==> config.mk <==
export PLATFORM = sky130hd
export DESIGN_NAME = interface_sensor_serial
export DESIGN_NICKNAME = d
export VERILOG_FILES = /design/src/rtl/interface_sensor_serial.sv
export SDC_FILE = /design/constraint.sdc
export NUM_CORES = 1
export LEC_CHECK = 0
export CAP_MARGIN = 0
export CORE_UTILIZATION = 48
export DETAILED_ROUTE_END_ITERATION = 16
export GPL_TIMING_DRIVEN = 1
export PLACE_DENSITY = 0.65
export REMOVE_ABC_BUFFERS = 1
export SETUP_SLACK_MARGIN = 0.5
export SLEW_MARGIN = 20
export SYNTH_ARGS = -nofsm -noshare
export SYNTH_HDL_FRONTEND = slang
export SYNTH_SLANG_ARGS = --single-unit
==> constraint.sdc <==
create_clock -name clock -period 3.1 [get_ports clock]
set_clock_uncertainty 0.05 [all_clocks]
set_input_delay 0.62 -clock clock [delete_from_list [all_inputs] [get_ports clock]]
set_output_delay 0.62 -clock clock [all_outputs]
set_load 0.01 [all_outputs]
==> src/rtl/interface_sensor_serial.sv <==
// Sensor trigger + N-byte UART reply receiver with parity/framing checks, timeout and retries; reply visible 2 clocks after last stop sample.
// No backpressure: medir is ignored while busy. Define INTERFACE_SENSOR_CHECKSUM_EN to require the last byte be the mod-256 sum of the others.
module interface_sensor_serial #(
    parameter int CLOCK_FREQ     = 50_000_000,
    parameter int BAUD           = 9600,
    parameter int N_BYTES        = 4,
    parameter int PARITY_MODE    = 1,
    parameter int TRIGGER_CYCLES = 1000,
    parameter int TIMEOUT_CYCLES = 10_000_000,
    parameter int MAX_RETRIES    = 2
) (
    input  logic                   clock,
    input  logic                   reset,
    input  logic                   medir,
    input  logic                   rx_serial,
    output logic                   medir_out,
    output logic [8*N_BYTES-1:0]   dados_out,
    output logic                   pronto_medida,
    output logic                   erro_medida,
    output logic                   ocupado,
    output logic [3:0]             db_estado
);

    localparam int CLKS_PER_BIT = CLOCK_FREQ / BAUD;
    localparam int CW = $clog2(CLKS_PER_BIT + 1);
    localparam int TW = $clog2(TRIGGER_CYCLES + 1);
    localparam int OW = $clog2(TIMEOUT_CYCLES + 1);
    localparam int RW = (MAX_RETRIES < 1) ? 1 : $clog2(MAX_RETRIES + 1);
    localparam int BW = $clog2(N_BYTES + 1);

    localparam logic [CW-1:0] HALF_C    = CW'(CLKS_PER_BIT / 2);
    localparam logic [CW-1:0] FULL_C    = CW'(CLKS_PER_BIT - 1);
    localparam logic [TW-1:0] TRIG_LAST = TW'(TRIGGER_CYCLES - 1);
    localparam logic [OW-1:0] TOUT_LAST = OW'(TIMEOUT_CYCLES - 1);
    localparam logic [RW-1:0] RETRY_MAX = RW'(MAX_RETRIES);
    localparam logic [BW-1:0] NB_C      = BW'(N_BYTES);
    // Frame slot index: 0 start, 1..8 data, 9 parity (if enabled), then stop
    localparam logic [3:0]    STOP_IDX  = (PARITY_MODE != 0) ? 4'd10 : 4'd9;

    typedef enum logic [3:0] {
        OCIOSO   = 4'd0,
        DISPARA  = 4'd1,
        AGUARDA  = 4'd2,
        RECEBE   = 4'd3,
        VERIFICA = 4'd4,
        FINAL    = 4'd5,
        FALHA    = 4'd6
    } estado_t;

    estado_t               estado_q, estado_d;
    logic                  rx_meta_q, rx_sync_q, rx_prev_q;
    logic [TW-1:0]         trig_q, trig_d;
    logic [OW-1:0]         tout_q, tout_d;
    logic [CW-1:0]         bit_cnt_q, bit_cnt_d;
    logic [3:0]            bit_idx_q, bit_idx_d;
    logic [7:0]            shift_q, shift_d;
    logic                  par_err_q, par_err_d;
    logic [BW-1:0]         byte_cnt_q, byte_cnt_d;
    logic [RW-1:0]         retry_q, retry_d;
    logic [8*N_BYTES-1:0]  asm_q, asm_d;
    logic [8*N_BYTES-1:0]  dados_q, dados_d;

    logic                  rx_fall;
    logic                  par_exp;
    logic                  cks_ok;
    logic [CW-1:0]         limit;

    assign rx_fall = rx_prev_q & ~rx_sync_q;
    assign par_exp = (PARITY_MODE == 2) ? ^shift_q : ~^shift_q;
    assign limit   = (bit_idx_q == 4'd0) ? HALF_C : FULL_C;

`ifdef INTERFACE_SENSOR_CHECKSUM_EN
    logic [7:0] cks_sum;
    always_comb begin
        cks_sum = 8'd0;
        for (int i = 1; i < N_BYTES; i++) begin
            cks_sum = cks_sum + asm_q[8*i +: 8];
        end
        cks_ok = (cks_sum == asm_q[7:0]);
    end
`else
    assign cks_ok = 1'b1;
`endif

    always_comb begin
        estado_d      = estado_q;
        trig_d        = trig_q;
        tout_d        = tout_q;
        bit_cnt_d     = bit_cnt_q;
        bit_idx_d     = bit_idx_q;
        shift_d       = shift_q;
        par_err_d     = par_err_q;
        byte_cnt_d    = byte_cnt_q;
        retry_d       = retry_q;
        asm_d         = asm_q;
        dados_d       = dados_q;
        medir_out     = 1'b0;
        pronto_medida = 1'b0;
        erro_medida   = 1'b0;

        case (estado_q)
            OCIOSO: begin
                if (medir) begin
                    estado_d = DISPARA;
                    retry_d  = '0;
                end
            end
            DISPARA: begin
                medir_out = 1'b1;
                if (trig_q == TRIG_LAST) begin
                    estado_d   = AGUARDA;
                    trig_d     = '0;
                    byte_cnt_d = '0;
                    tout_d     = '0;
                    asm_d      = '0;
                end else begin
                    trig_d = trig_q + TW'(1);
                end
            end
            AGUARDA: begin
                if (rx_fall) begin
                    estado_d  = RECEBE;
                    bit_cnt_d = '0;
                    bit_idx_d = 4'd0;
                    par_err_d = 1'b0;
                end else if (tout_q == TOUT_LAST) begin
                    estado_d = FALHA;
                end else begin
                    tout_d = tout_q + OW'(1);
                end
            end
            RECEBE: begin
                if (bit_cnt_q != limit) begin
                    bit_cnt_d = bit_cnt_q + CW'(1);
                end else begin
                    bit_cnt_d = '0;
                    bit_idx_d = bit_idx_q + 4'd1;
                    if (bit_idx_q == 4'd0) begin
                        // Line high at mid start bit: glitch, keep the timeout running
                        if (rx_sync_q) estado_d = AGUARDA;
                    end else if (bit_idx_q <= 4'd8) begin
                        shift_d = {rx_sync_q, shift_q[7:1]};
                    end else if (bit_idx_q != STOP_IDX) begin
                        par_err_d = (rx_sync_q != par_exp);
                    end else if (!rx_sync_q || par_err_q) begin
                        estado_d = FALHA;
                    end else begin
                        asm_d      = (8*N_BYTES)'({asm_q, shift_q});
                        byte_cnt_d = byte_cnt_q + BW'(1);
                        tout_d     = '0;
                        estado_d   = ((byte_cnt_q + BW'(1)) == NB_C) ? VERIFICA : AGUARDA;
                    end
                end
            end
            VERIFICA: begin
                if (cks_ok) begin
                    estado_d = FINAL;
                    dados_d  = asm_q;
                end else begin
                    estado_d = FALHA;
                end
            end
            FINAL: begin
                pronto_medida = 1'b1;
                estado_d      = OCIOSO;
            end
            FALHA: begin
                if (retry_q < RETRY_MAX) begin
                    retry_d  = retry_q + RW'(1);
                    estado_d = DISPARA;
                end else begin
                    erro_medida = 1'b1;
                    estado_d    = OCIOSO;
                end
            end
            default: estado_d = OCIOSO;
        endcase
    end

    always_ff @(posedge clock) begin
        if (reset) begin
            estado_q   <= OCIOSO;
            rx_meta_q  <= 1'b1;
            rx_sync_q  <= 1'b1;
            rx_prev_q  <= 1'b1;
            trig_q     <= '0;
            tout_q     <= '0;
            bit_cnt_q  <= '0;
            bit_idx_q  <= 4'd0;
            shift_q    <= 8'd0;
            par_err_q  <= 1'b0;
            byte_cnt_q <= '0;
            retry_q    <= '0;
            asm_q      <= '0;
            dados_q    <= '0;
        end else begin
            estado_q   <= estado_d;
            rx_meta_q  <= rx_serial;
            rx_sync_q  <= rx_meta_q;
            rx_prev_q  <= rx_sync_q;
            trig_q     <= trig_d;
            tout_q     <= tout_d;
            bit_cnt_q  <= bit_cnt_d;
            bit_idx_q  <= bit_idx_d;
            shift_q    <= shift_d;
            par_err_q  <= par_err_d;
            byte_cnt_q <= byte_cnt_d;
            retry_q    <= retry_d;
            asm_q      <= asm_d;
            dados_q    <= dados_d;
        end
    end

    assign dados_out = dados_q;
    assign ocupado   = (estado_q != OCIOSO);
    assign db_estado = estado_q;

endmodule

==> flow_metrics.env <==
export IMPL_setup_violations=0
export IMPL_die_y_um=116
export IMPL_synth_cell_types=69
export IMPL_ys_async_sr_fraction_pct=0
export IMPL_multi_input_comb_area_mm2=0.00326
export IMPL_via_count_of_the_first_global_routing_pass=4974
export IMPL_grt_antenna_before_repair=0
export IMPL_final_max_slew_violation_count=0
export IMPL_p_leak_nw=2.52
export IMPL_fp_coreArea_mm2=0.0126
export IMPL_use_met3_pct=5.96
export IMPL_yosys_warnings=0
export IMPL_synth_main_ff_cell="dfxtp_1"
export IMPL_rsz0062_at_grt="yes"
export IMPL_floorplan_die_area_mm2=0.0134
export IMPL_gr_total_overflow=0
export IMPL_placed_cells_incl_taps=938
export IMPL_buffer_ports_inserted=42
export IMPL_clock_sink_count=135
export IMPL_placement_rows=41
export IMPL_use_met2_pct=34.4
export IMPL_grt_start_max_net_pins=45
export IMPL_max_slew_margin_pct=49.2
export IMPL_ratio_of_cells_with_drive_above_1_in_the_final_layout_pct=9.74
export IMPL_syn2layout_area_growth_pct=18.4
export IMPL_ys_ff_latch=135
export IMPL_htree_levels=4
export IMPL_clk_pin_slew_worst_paths_ps=60
export IMPL_ioPinCount=44
export IMPL_insertion_delay_ps=420
export IMPL_status="finished clean"
export IMPL_min_period_over_period_pct=82.2
export IMPL_dr_total_vias=5593
export IMPL_crit_end_category="output port"
export IMPL_busiest_layer="met2"
export IMPL_measured_slew_at_the_worst_slew_check_pin_ps=757
export IMPL_timing_critical_path_from_type="flip-flop"
export IMPL_route_final_wire_length_um=14300
export IMPL_cts_root_to_sink_buffers=2
export IMPL_starting_density_pct=49.1
export IMPL_grt_pass1_wl_um=23700
export IMPL_chipWidth_um=116
export IMPL_syn_instance_count=767
export IMPL_initialDrtViolationCount=388
export IMPL_layout_area_seq_mm2=0.00271
export IMPL_post_dp_hpwl_um=9340
export IMPL_ys_seq_area_share_pct=43.6
export IMPL_syn_mean_instance_area_um2=8.07
export IMPL_drt_antenna_violating_nets=0
export IMPL_n_antenna_cell=0
export IMPL_grt_met1_usage_pct=30.6
export IMPL_final_hold_violation_count=0
export IMPL_vdd_drop_max_mv=0.431
export IMPL_num_nets_final=800
export IMPL_critical_path_peak_fanout=16
export IMPL_finish_cell_count_without_fillers=973
export IMPL_fillers=1185
export IMPL_dr_pass1_iters=4
export IMPL_timing_critical_path_required_ps=2430
export IMPL_detail_route_vias_per_cell=5.75
export IMPL_overall_global_routing_usage_pct=22.4
export IMPL_cts_buffers=17
export IMPL_clock_tree_root_cell="clkbuf_16"
export IMPL_fin_total_pwr_mw=4.61
export IMPL_gpl_congestion=0.889
export IMPL_cp_class="flip-flop to output port"
export IMPL_max_cap_viol_count=0
export IMPL_synthesis_area_mm2=0.00619
export IMPL_wire_per_inst_um=14.7
export IMPL_layout_min_cycle_time_ps=2550
export IMPL_hold_path_class="flip-flop to flip-flop"
export IMPL_arrival_time_of_data_at_the_critical_path_endpoint_ps=1880
export IMPL_number_of_synthesized_flops_with_an_enable_pin=0
export IMPL_drt_drc_violations_left=0
export IMPL_clock_fmax_mhz=393
export IMPL_powerDensity_mw_per_mm2=628
export IMPL_fin_util_pct=58.1
export IMPL_tritoncts="yes"
## stage by stage
step	worst slack (ps)	instance area (µm²)	hold WS, ps	setup TNS [ps]
final	553	7330	365	0
after global routing	466	7330	386	0
after CTS	472	7310	369	0
after detailed placement	338	6670	354	0
after global placement	437	6670	351	0
after floorplan	-2.23	5950	339	-17.8
## worst paths after layout
| check | start | endpoint | slack (ps) | cells past startpoint |
|---|---|---|---|---|
| worst min register to register | rx_meta_q$_SDFF_PP1_ | rx_sync_q$_SDFF_PP1_ | 370 | 1 |
| worst min-delay path | rx_meta_q$_SDFF_PP1_ | rx_sync_q$_SDFF_PP1_ | 370 | 1 |
| worst max-delay path | db_estado[2]$_SDFFE_PP0P_ | medir_out | 550 | 4 |
| worst max register to register | bit_idx_q[0]$_SDFFE_PP0P_ | asm_q[7]$_SDFFE_PP0P_ | 640 | 9 |
## cells by family after synthesis
kind of cell,synth area share (%)
AND/OR/NAND/NOR,28.2
multiplexers,1.96
buffers and inverters,4.40
XOR/XNOR,1.98
flip-flops,43.6
other,0.0605
AO/OA/AOI/OAI,18.1
adder cells (fa/ha/maj),1.62
## power by group
part	internal [mW]	switching, mW	total, mW	leakage [nW]
logic	0.236	0.516	0.752	1.14
clock network	1.28	0.765	2.04	0.285
registers	1.76	0.0462	1.81	1.09
## worst max-delay path, stage by stage (launching register included)
cell and delay, ps:
dfxtp_4 430, nand2b_4 200, nand2b_4 190, clkinv_2 130
clkdlybuf4s50_1 500
## synthesized netlist by cell type, types with 2 or more instances
| cell | n | share of area [%] |
|---|---|---|
| nand4_1 | 18 | 1.8 |
| or2_2 | 4 | 0.40 |
| or3_1 | 11 | 1.1 |
| inv_1 | 7 | 0.42 |
| nor3_1 | 18 | 1.5 |
| a311oi_1 | 12 | 1.7 |
| a22oi_1 | 3 | 0.36 |
| dfxtp_1 | 135 | 44 |
| nand3b_1 | 5 | 0.61 |
| nor4bb_1 | 2 | 0.32 |
| nor2_1 | 39 | 2.4 |
| a211oi_1 | 3 | 0.36 |
| a21o_1 | 2 | 0.24 |
| and4bb_2 | 2 | 0.40 |
| o211ai_1 | 5 | 0.61 |
| nand2b_1 | 6 | 0.61 |
| nor3_2 | 2 | 0.32 |
| clkbuf_1 | 39 | 2.4 |
| and2_1 | 5 | 0.51 |
| nand4bb_1 | 2 | 0.36 |
| o22ai_1 | 2 | 0.20 |
| xnor2_1 | 7 | 0.99 |
| a31oi_1 | 10 | 1.0 |
| o21ai_0 | 40 | 3.2 |
| nor4_1 | 5 | 0.51 |
| a32oi_1 | 2 | 0.28 |
| nor2b_1 | 3 | 0.30 |
| ha_1 | 8 | 1.6 |
| nand2_1 | 148 | 9.0 |
| mux2i_1 | 11 | 1.8 |
| buf_2 | 7 | 0.57 |
| a21oi_4 | 2 | 0.53 |
| buf_6 | 3 | 0.55 |
| xor2_1 | 7 | 0.99 |
| nand3_1 | 47 | 3.8 |
| a31o_2 | 2 | 0.28 |
| nor3b_1 | 2 | 0.24 |
| o311ai_0 | 2 | 0.28 |
| buf_4 | 3 | 0.36 |
| and3_1 | 16 | 1.6 |
| a21oi_1 | 92 | 7.4 |
## layer usage
layer,vias to the layer above,wire [µm]
li1,2768,-
met1,2688,6980
met2,119,6450
met3,18,684
met4,0,146
met5,-,0
## cells in the final DEF, fill, tap and decap left out, types with 8 or more instances in the layout
cell / synthesis / layout
a311oi_1: 12 / 12
nor2_1: 39 / 37
buf_4: 3 / 13
ha_1: 8 / 8
nor3_1: 18 / 17
dfxtp_1: 135 / 132
a31oi_1: 10 / 10
or3_1: 11 / 10
o21ai_0: 40 / 40
nand3_1: 47 / 47
nand2_1: 148 / 148
clkbuf_16: 0 / 17
clkdlybuf4s50_1: 0 / 41
mux2i_1: 11 / 11
a21oi_1: 92 / 92
nand4_1: 18 / 18
and3_1: 16 / 16
## area by class of cell
| cell class | instances | share of cell area, % |
|---|---|---|
| inverter | 8 | 0.427 |
| timing repair buffer | 55 | 7.08 |
| sequential | 135 | 37.0 |
| multi-input combinational | 571 | 44.4 |
| clock buffer | 19 | 6.04 |
| clock inverter | 13 | 2.10 |
| tap | 172 | 2.94 |
## state kept, by name (all words and copies together), names as in the netlist
name	cells
rx_prev_q	1
byte_cnt_q	3
db_estado	3
trig_q	10
par_err_q	1
bit_idx_q	4
asm_q	32
dados_out	32
tout_q	24
rx_sync_q	1
rx_meta_q	1
retry_q	2
shift_q	8
bit_cnt_q	13
## timing repair
action,4_1_cts,5_1_grt
gates resized for setup,9,7
buffers inserted,3,0
pin swaps,1,0
gates cloned,0,0
setup endpoints to repair,18,23
hold buffers,0,0
Power figures use the tool's default switching activity.
